### config.mk
export PLATFORM = sky130hd
export DESIGN_NAME = id_ex_latch
export DESIGN_NICKNAME = d
export VERILOG_FILES = /design/src/rtl/id_ex_latch.sv
export SDC_FILE = /design/constraint.sdc
export NUM_CORES = 1
export LEC_CHECK = 0
export BUFFER_PORTS_ARGS = -buffer_cell sky130_fd_sc_hd__buf_2
export CAP_MARGIN = 5
export CORE_AREA = 3 3 165 167
export CTS_BUF_LIST = sky130_fd_sc_hd__clkbuf_4 sky130_fd_sc_hd__clkbuf_8 sky130_fd_sc_hd__clkbuf_16
export DETAILED_ROUTE_END_ITERATION = 6
export DIE_AREA = 0 0 168 170
export HOLD_SLACK_MARGIN = 0.05
export PLACE_DENSITY = 0.57
export SLEW_MARGIN = 20
export SYNTH_ARGS = -nofsm -noshare
export SYNTH_HDL_FRONTEND = slang
export SYNTH_SLANG_ARGS = --single-unit
### constraint.sdc
create_clock -name clk -period 9.7 [get_ports clk]
set_input_delay 0.97 -clock clk [delete_from_list [all_inputs] [get_ports clk]]
set_output_delay 0.97 -clock clk [all_outputs]
set_load 0.02 [all_outputs]
### src/rtl/id_ex_latch.sv
// ID/EX pipeline register: MEM/WB operand forwarding, load-use stall, valid/ready on both sides.
// Optional: define ID_EX_STALL_CNT_EN to build the saturating load-use stall counter (stall_cnt).
module id_ex_latch #(
  parameter int XLEN   = 32,
  parameter int REG_AW = 5,
  parameter int CTRL_W = 16
) (
  input  logic              clk,
  input  logic              rst,
  input  logic              flush,
  input  logic              id_valid,
  output logic              id_ready,
  input  logic [XLEN-1:0]   id_pc,
  input  logic [REG_AW-1:0] id_rs1,
  input  logic [REG_AW-1:0] id_rs2,
  input  logic [XLEN-1:0]   id_src1,
  input  logic [XLEN-1:0]   id_src2,
  input  logic [REG_AW-1:0] id_rd,
  input  logic [XLEN-1:0]   id_imm,
  input  logic [CTRL_W-1:0] id_ctrl,
  input  logic              id_is_load,
  input  logic              mem_fwd_valid,
  input  logic [REG_AW-1:0] mem_fwd_rd,
  input  logic [XLEN-1:0]   mem_fwd_data,
  input  logic              wb_fwd_valid,
  input  logic [REG_AW-1:0] wb_fwd_rd,
  input  logic [XLEN-1:0]   wb_fwd_data,
  output logic              ex_valid,
  input  logic              ex_ready,
  output logic [XLEN-1:0]   ex_pc,
  output logic [XLEN-1:0]   ex_op1,
  output logic [XLEN-1:0]   ex_op2,
  output logic [XLEN-1:0]   ex_imm,
  output logic [REG_AW-1:0] ex_rd,
  output logic [CTRL_W-1:0] ex_ctrl,
  output logic              ex_is_load,
  output logic [31:0]       stall_cnt
);

  logic              ex_valid_reg;
  logic [XLEN-1:0]   ex_pc_reg;
  logic [XLEN-1:0]   ex_op1_reg;
  logic [XLEN-1:0]   ex_op2_reg;
  logic [XLEN-1:0]   ex_imm_reg;
  logic [REG_AW-1:0] ex_rd_reg;
  logic [CTRL_W-1:0] ex_ctrl_reg;
  logic              ex_is_load_reg;

  logic [1:0][REG_AW-1:0] rs_idx;
  logic [1:0][XLEN-1:0]   src_val;
  logic [1:0][XLEN-1:0]   op_fwd;
  logic                   hz;
  logic                   id_ready_int;

  assign rs_idx  = {id_rs2, id_rs1};
  assign src_val = {id_src2, id_src1};

  // MEM is younger than WB, so it wins; x0 is hardwired zero and never forwarded.
  genvar gi;
  generate
    for (gi = 0; gi < 2; gi++) begin : g_fwd
      assign op_fwd[gi] =
        (rs_idx[gi] == '0)                                ? '0           :
        (mem_fwd_valid && (mem_fwd_rd == rs_idx[gi]))     ? mem_fwd_data :
        (wb_fwd_valid  && (wb_fwd_rd  == rs_idx[gi]))     ? wb_fwd_data  :
                                                            src_val[gi];
    end
  endgenerate

  assign hz = id_valid && ex_valid_reg && ex_is_load_reg && (ex_rd_reg != '0) &&
              ((ex_rd_reg == id_rs1) || (ex_rd_reg == id_rs2));

  assign id_ready_int = !flush && !hz && (!ex_valid_reg || ex_ready);
  assign id_ready     = id_ready_int;

  always_ff @(posedge clk or posedge rst) begin
    if (rst) begin
      ex_valid_reg   <= 1'b0;
      ex_pc_reg      <= '0;
      ex_op1_reg     <= '0;
      ex_op2_reg     <= '0;
      ex_imm_reg     <= '0;
      ex_rd_reg      <= '0;
      ex_ctrl_reg    <= '0;
      ex_is_load_reg <= 1'b0;
    end else if (flush) begin
      ex_valid_reg <= 1'b0;
    end else if (id_valid && id_ready_int) begin
      ex_valid_reg   <= 1'b1;
      ex_pc_reg      <= id_pc;
      ex_op1_reg     <= op_fwd[0];
      ex_op2_reg     <= op_fwd[1];
      ex_imm_reg     <= id_imm;
      ex_rd_reg      <= id_rd;
      ex_ctrl_reg    <= id_ctrl;
      ex_is_load_reg <= id_is_load;
    end else if (ex_valid_reg && ex_ready) begin
      // Consumed with nothing accepted behind it; under a load-use hazard this is the bubble.
      ex_valid_reg <= 1'b0;
    end
  end

  assign ex_valid   = ex_valid_reg;
  assign ex_pc      = ex_pc_reg;
  assign ex_op1     = ex_op1_reg;
  assign ex_op2     = ex_op2_reg;
  assign ex_imm     = ex_imm_reg;
  assign ex_rd      = ex_rd_reg;
  assign ex_ctrl    = ex_ctrl_reg;
  assign ex_is_load = ex_is_load_reg;

`ifdef ID_EX_STALL_CNT_EN
  logic [31:0] stall_cnt_reg;

  always_ff @(posedge clk or posedge rst) begin
    if (rst) begin
      stall_cnt_reg <= '0;
    end else if (hz && !flush && (stall_cnt_reg != 32'hFFFF_FFFF)) begin
      stall_cnt_reg <= stall_cnt_reg + 32'd1;
    end
  end

  assign stall_cnt = stall_cnt_reg;
`else
  assign stall_cnt = '0;
`endif

endmodule

==> impl_metrics.py, run 1 <==
metrics = {
    "status": {
        "run_status": "completed",
    },
    "yosys": {
        "yosysTopAreaCell": "dfrtp_1",
        "synth.distinct_cells": 42,
        "synth_most_common_cell": "dfrtp_1",
        "synth_xor_area_share_pct": 2.74,
        "synth_compound_area_share_pct": 23.8,
        "syn_area_sq_um": 8620,
        "synth_area_per_cell_sq_um": 11.2,
        "muxShareOfSynthArea_pct": 11.2,
        "synth_cells": 767,
        "yosysTopAreaCellShare_pct": 43.9,
        "postSynth.asyncResetShare_pct": 100,
        "synth_commonest_cells": "151 x dfrtp_1, 68 x inv_1, 56 x mux2_2, 50 x clkbuf_1, 38 x buf_4",
        "synthAdderAreaFrac_pct": 0,
        "synth_simple_gate_area_share_pct": 7.26,
        "synth.top_cells.by_area": "dfrtp_1 44%, mux2_2 7.3%, o32ai_2 5.7%",
        "synth_seq_cells": 151,
        "synth_edf_count": 0,
        "seq_area_frac_synth_pct": 43.9,
        "synth.yosys.warnings": 0,
        "ys.flop_type": "dfrtp_1",
        "synth_top_family_by_area": "compound AO/OA/AOI/OAI gates",
    },
    "timing": {
        "finalSetupViolCount": 0,
        "finalMaxSlewViolations": 0,
        "worst_pin_slew_ns": 1.10,
        "finalHoldViolations": 0,
        "finalCritPeriodShare_pct": 39.2,
        "slew_headroom_pct": 26.4,
        "fmax_mhz": 263,
        "setup_tns_ns": 0,
        "skew_ns": 0.0112,
        "rsz0062_at_grt": "false",
        "layout_min_cycle_time_ns": 3.80,
    },
    "power_and_ir_drop": {
        "clock_power_share_pct": 32.3,
        "netSwitchingPower_uw": 757,
        "intPower_uw": 1340,
        "swShare_pct": 36.1,
        "p_comb_share_pct": 29.2,
        "power.density_nw_per_um2": 187,
        "p_leak_uw": 0.00529,
        "vdd_drop_max_mv": 0.101,
        "p_seq_share_pct": 38.4,
    },
    "critical_path": {
        "reg2reg_slack_ns": 6.54,
        "crit_path_end_kind": "output port",
        "start_kind": "input pin",
        "crit_start": "id_rs2[2]",
        "cp.required_ns": 8.73,
        "rr_endpoint": "ex_ctrl[13]",
        "slowest_delay_ns": 0.72,
        "worst_path_most_repeated_cell": "buf_2",
        "path_class": "in2out",
        "critPathBufInv": 3,
        "critPathArrivalTime_ns": 2.83,
        "cp_cell_sequence": "buf_2 > xor2_1 > nor3_1 > a22oi_1 > nor2_4 > buf_4 > nor3b_1 > buf_2",
        "r2r_cells": 5,
        "crit_fanout": 66,
        "critPathSlowestCell": "buf_4",
        "worstReg2RegStart": "ex_rd[2]",
        "crit_family": "buffers and inverters",
    },
    "floorplanning": {
        "core-area_sq_um": 25900,
        "row_count": 59,
        "die_x_um": 168,
        "fp.dieH_um": 170,
        "io_pins": 425,
        "initial_core_util_pct": 33.3,
        "die_area_sq_um": 28600,
    },
    "global_route": {
        "grt_pass1_vias": 8053,
        "antenna_found_initial": 7,
        "grt_pass1_wl_um": 48300,
        "track_usage_pct": 21.7,
        "overflow": 0,
        "grt_max_degree": 85,
    },
    "route": {
        "drtIter0Drc": 642,
        "dr_total_vias": 7780,
        "routed_via_density": 5.29,
        "post_drt_wl_per_cell_um": 22.0,
        "first_pass_iters": 5,
        "wirelength_um": 32300,
        "ant_nets": 0,
        "drc": 0,
    },
    "placed_design": {
        "place_inst": 1433,
        "port_buffers": 392,
        "place_hpwl_um": 22300,
        "routabilityCongestion": 0.831,
    },
    "clocking": {
        "cts_made_buffers": 17,
        "clkSlewWorstSetupHoldPaths_ns": 0.07,
        "cts_sinks": 151,
        "insertion_delay_ns": 0.42,
        "h-tree-depth": 4,
        "cts_tree": "done",
        "clock_path_buffers": 2,
        "cts_root_buf": "clkbuf_16",
        "ctsResizeCount": 0,
        "holdBufCountCts": 0,
        "post-cts-setup-buffers": 0,
    },
    "min_path": {
        "min_to": "ex_imm[21]",
        "hp-class": "reg2reg",
        "min_from": "ex_imm[21]",
        "whs_path_depth": 1,
    },
    "finish": {
        "final_nets": 1358,
        "multi_input_area_sq_um": 4070,
        "drive_gt1_share_pct": 47.7,
        "fillers": 2583,
        "final_cells": 1470,
        "area_delta_synth_final_pct": 30.2,
        "seqCellArea_sq_um": 3780,
    },
    "run": {
        "max-cap-violations": 0,
    },
}
[logic make-up after synthesis]
group,count (synthesis)
other,1
AND/OR/NAND/NOR,93
XOR/XNOR,27
multiplexers,86
buffers and inverters,177
flip-flops,151
AO/OA/AOI/OAI,232
[metal layers]
layer  track usage, %  up-vias  wire length [um]
met4             6.30        4               580
met5                0        -                34
met2             36.0      437             15600
met3             7.85       37              3410
li1                 -     3509                 -
met1             26.7     3793             12700
[layout by cell type (no fill, tap or decap), types with 2 or more instances in the layout]
cell / n
a21boi_0: 31
nor2_1: 3
nand3_1: 2
conb_1: 32
o31a_1: 32
nand3b_1: 32
or4_1: 2
nor3_1: 3
nor4_4: 2
inv_6: 4
mux2_2: 56
dfrtp_1: 151
and3_1: 34
xor2_1: 22
buf_2: 392
diode_2: 5
clkinvlp_4: 3
inv_1: 67
clkinv_4: 2
mux2_1: 30
nand2b_1: 5
xnor2_1: 5
inv_8: 4
o31ai_1: 32
clkbuf_16: 17
and2_1: 4
o21ai_4: 2
o32ai_2: 30
o21ai_0: 32
buf_4: 16
a311oi_1: 32
o32ai_1: 34
[area by class of cell]
class,count,area share [%]
Tap cell,335,3.73
Clock buffer,18,3.86
Clock inverter,14,1.40
Sequential cell,151,33.7
Inverter,68,2.32
Multi-Input combinational cell,470,36.3
Timing Repair Buffer,409,18.7
Antenna cell,5,0.111
[worst reg2reg max path, stage by stage, from the launching register on]
cell	delay, ns
dfrtp_1	0.47
or4_1	0.57
o2111ai_2	0.28
o21a_4	0.50
buf_4	0.78
mux2_2	0.45
[through the flow]
step / setup WS, ns / hold WS (ns) / area, sq um / total power, uW / util [%]
final: 5.90 / 0.480 / 11200 / 2090 / 43.3
after detailed placement: 5.88 / 0.469 / 10600 / 1430 / 41.0
after floorplan: 4.67 / 0.608 / 8730 / 1190 / -
after global placement: 5.85 / 0.463 / 10600 / 1430 / 41.0
after CTS: 5.87 / 0.485 / 11200 / 2120 / 43.3
after global routing: 5.71 / 0.503 / 11200 / 2210 / 43.3
[worst max path at each step]
stage	end	slack (ns)	cells past startpoint
3_5_place_dp	id_ready	5.88	8
6_report	id_ready	5.90	8
3_3_place_gp	id_ready	5.85	8
5_1_grt	id_ready	5.71	8
2_1_floorplan	ex_ctrl[0]	4.67	1
4_1_cts	id_ready	5.87	8
[power groups by stage]
stage	Clock, uW	Sequential (uW)	Combinational (uW)
after floorplan	0	946	242
after global placement	0	812	615
after detailed placement	0	815	617
after CTS	700	806	619
after global routing	729	820	659
final	677	805	612
Power figures use the tool's default switching activity.
==> run 2, diff against run 1 <==
==> constraint.sdc (replaced) <==
create_clock -name clk -period 3.65 [get_ports clk]
set_input_delay 0.365 -clock clk [delete_from_list [all_inputs] [get_ports clk]]
set_output_delay 0.365 -clock clk [all_outputs]
set_load 0.02 [all_outputs]
==> run 2 against run 1 <==
Net effect:
- the run now ends with design-rule violations left
- first-iteration DRC count shrank 15%
- non-clock buffer count grew 6
- utilization grew 0.39 points
- clock skew grew 0.0063 ns
- sequential power grew to 2.6 times the previous value
- critical path depth shrank 3
- sequential cell count is the same
- critical endpoint is now ex_pc[10]
- largest power group unchanged
==> impl_metrics.py, run 2 (synthesized netlist as in run 1, its figures left out) <==
metrics = {
    "critical_path": {
        "cp.required_ns": 3.95,
        "crit_fanout": 59,
        "cp_cell_sequence": "or4_1 > o2111ai_2 > o21a_4 > buf_12 > mux2_2",
        "crit_path_end_kind": "flip-flop",
        "critPathSlowestCell": "or4_1",
        "reg2reg_slack_ns": 1.04,
        "slowest_delay_ns": 0.56,
        "start_kind": "flip-flop",
        "critPathArrivalTime_ns": 2.91,
        "path_class": "reg2reg",
    },
    "placed_design": {
        "placed_cell_area_sq_um": 10700,
        "port_buffers": 392,
        "routabilityCongestion": 0.843,
        "place_hpwl_um": 22500,
        "dpl_worst_slack_ns": 1.04,
    },
    "floorplanning": {
        "initial_core_util_pct": 33.3,
        "io_pins": 425,
        "row_count": 59,
        "fp.dieH_um": 170,
        "core-area_sq_um": 25900,
        "die_area_sq_um": 28600,
        "die_x_um": 168,
    },
    "run": {
        "max-cap-violations": 0,
    },
    "status": {
        "violations": "design-rule violations",
        "run_status": "finished, violations left",
    },
    "timing": {
        "worst_pin_slew_ns": 0.881,
        "slew_headroom_pct": 41.2,
        "rsz0062_at_grt": "false",
        "setup_tns_ns": 0,
        "finalHoldViolations": 0,
        "fmax_mhz": 384,
        "skew_ns": 0.0175,
        "finalCritPeriodShare_pct": 71.4,
        "finalWorstSetupSlack_ns": 1.04,
        "layout_min_cycle_time_ns": 2.61,
        "finalSetupViolCount": 0,
        "finalMaxSlewViolations": 0,
    },
    "route": {
        "first_pass_iters": 7,
        "drtIter0Drc": 544,
        "wirelength_um": 31500,
        "post_drt_wl_per_cell_um": 21.4,
        "ant_nets": 0,
        "routed_via_density": 5.27,
        "dr_total_vias": 7757,
        "drc": 1,
    },
    "clocking": {
        "insertion_delay_ns": 0.42,
        "cts_root_buf": "clkbuf_16",
        "clock_path_buffers": 2,
        "cts_made_buffers": 17,
        "cts_tree": "done",
        "ctsResizeCount": 0,
        "h-tree-depth": 4,
        "holdBufCountCts": 0,
        "post-cts-setup-buffers": 0,
        "clkSlewWorstSetupHoldPaths_ns": 0.08,
        "cts_sinks": 151,
    },
    "power_and_ir_drop": {
        "power.density_nw_per_um2": 492,
        "vdd_drop_max_mv": 0.313,
        "p_leak_uw": 0.00534,
    },
    "global_route": {
        "track_usage_pct": 21.1,
        "grt_pass1_wl_um": 47400,
        "grt_pass1_vias": 8121,
        "overflow": 0,
        "grt_max_degree": 152,
        "antenna_found_initial": 3,
    },
    "finish": {
        "drive_gt1_share_pct": 48.0,
        "final_nets": 1364,
        "final_common_cell": "buf_2",
        "area_delta_synth_final_pct": 31.4,
        "design_area_sq_um": 11300,
        "mostFrequentLayoutCells": "392 x buf_2, 151 x dfrtp_1, 67 x inv_1",
    },
    "min_path": {
        "hp-class": "in2reg",
    },
}
## run 2: per-layer routing
layer / vias to the layer above / routed length [um] / track usage, % / share of wire (%)
met5: - / 0 / 0 / 0
met1: 3820 / 12600 / 26.0 / 40
met3: 32 / 2660 / 5.64 / 8.5
met4: 0 / 500 / 6.08 / 1.6
met2: 396 / 15700 / 36.6 / 50
li1: 3509 / - / - / -
## run 2: worst paths after layout
check	endpoint	from	cells past startpoint
max reg2reg	ex_pc[10]	ex_rd[1]	5
min reg2reg	ex_pc[2]	ex_pc[2]	1
min in group asynchronous	ex_ctrl[14]	rst	3
max	ex_pc[10]	ex_rd[1]	5
max in group asynchronous	ex_op1[24]	rst	3
min	ex_imm[24]	id_imm[24]	2
## run 2: cell type report
cell class                 instances  area [sq um]
timing repair buffer             415          2200
sequential                       151          3780
clock buffer                      18           439
fill                            2565         14600
multi-input combinational        470          4070
antenna                            2          5.00
inverter                          68           259
tap                              335           419
clock inverter                    14           158
## run 2: metrics by stage
stage / hold slack (ns) / utilization [%] / power [uW] / instances
2_1_floorplan: 0.475 / - / 3160 / 798
3_3_place_gp: 0.464 / 41.4 / 3790 / 1439
3_5_place_dp: 0.469 / 41.4 / 3800 / 1439
4_1_cts: 0.127 / 43.7 / 5660 / 1471
5_1_grt: 0.138 / 43.7 / 5880 / 1473
6_report: 0.150 / 43.7 / 5580 / 1473
## run 2: power breakdown
part	internal, uW	switching (uW)	leakage, uW	total (uW)
registers	1960	170	0.00181	2130
logic	620	1010	0.00323	1630
clock network	942	870	0.000294	1810
total	3530	2050	0.00534	5580
## run 2: worst max-delay path: cells and delay by family (launching register included)
kind / cells / cell delay, ns
buffers and inverters: 1 / 0.35
AOI/OAI and AO/OA: 2 / 0.71
muxes: 1 / 0.38
DFF: 1 / 0.44
and+or+nand+nor: 1 / 0.56
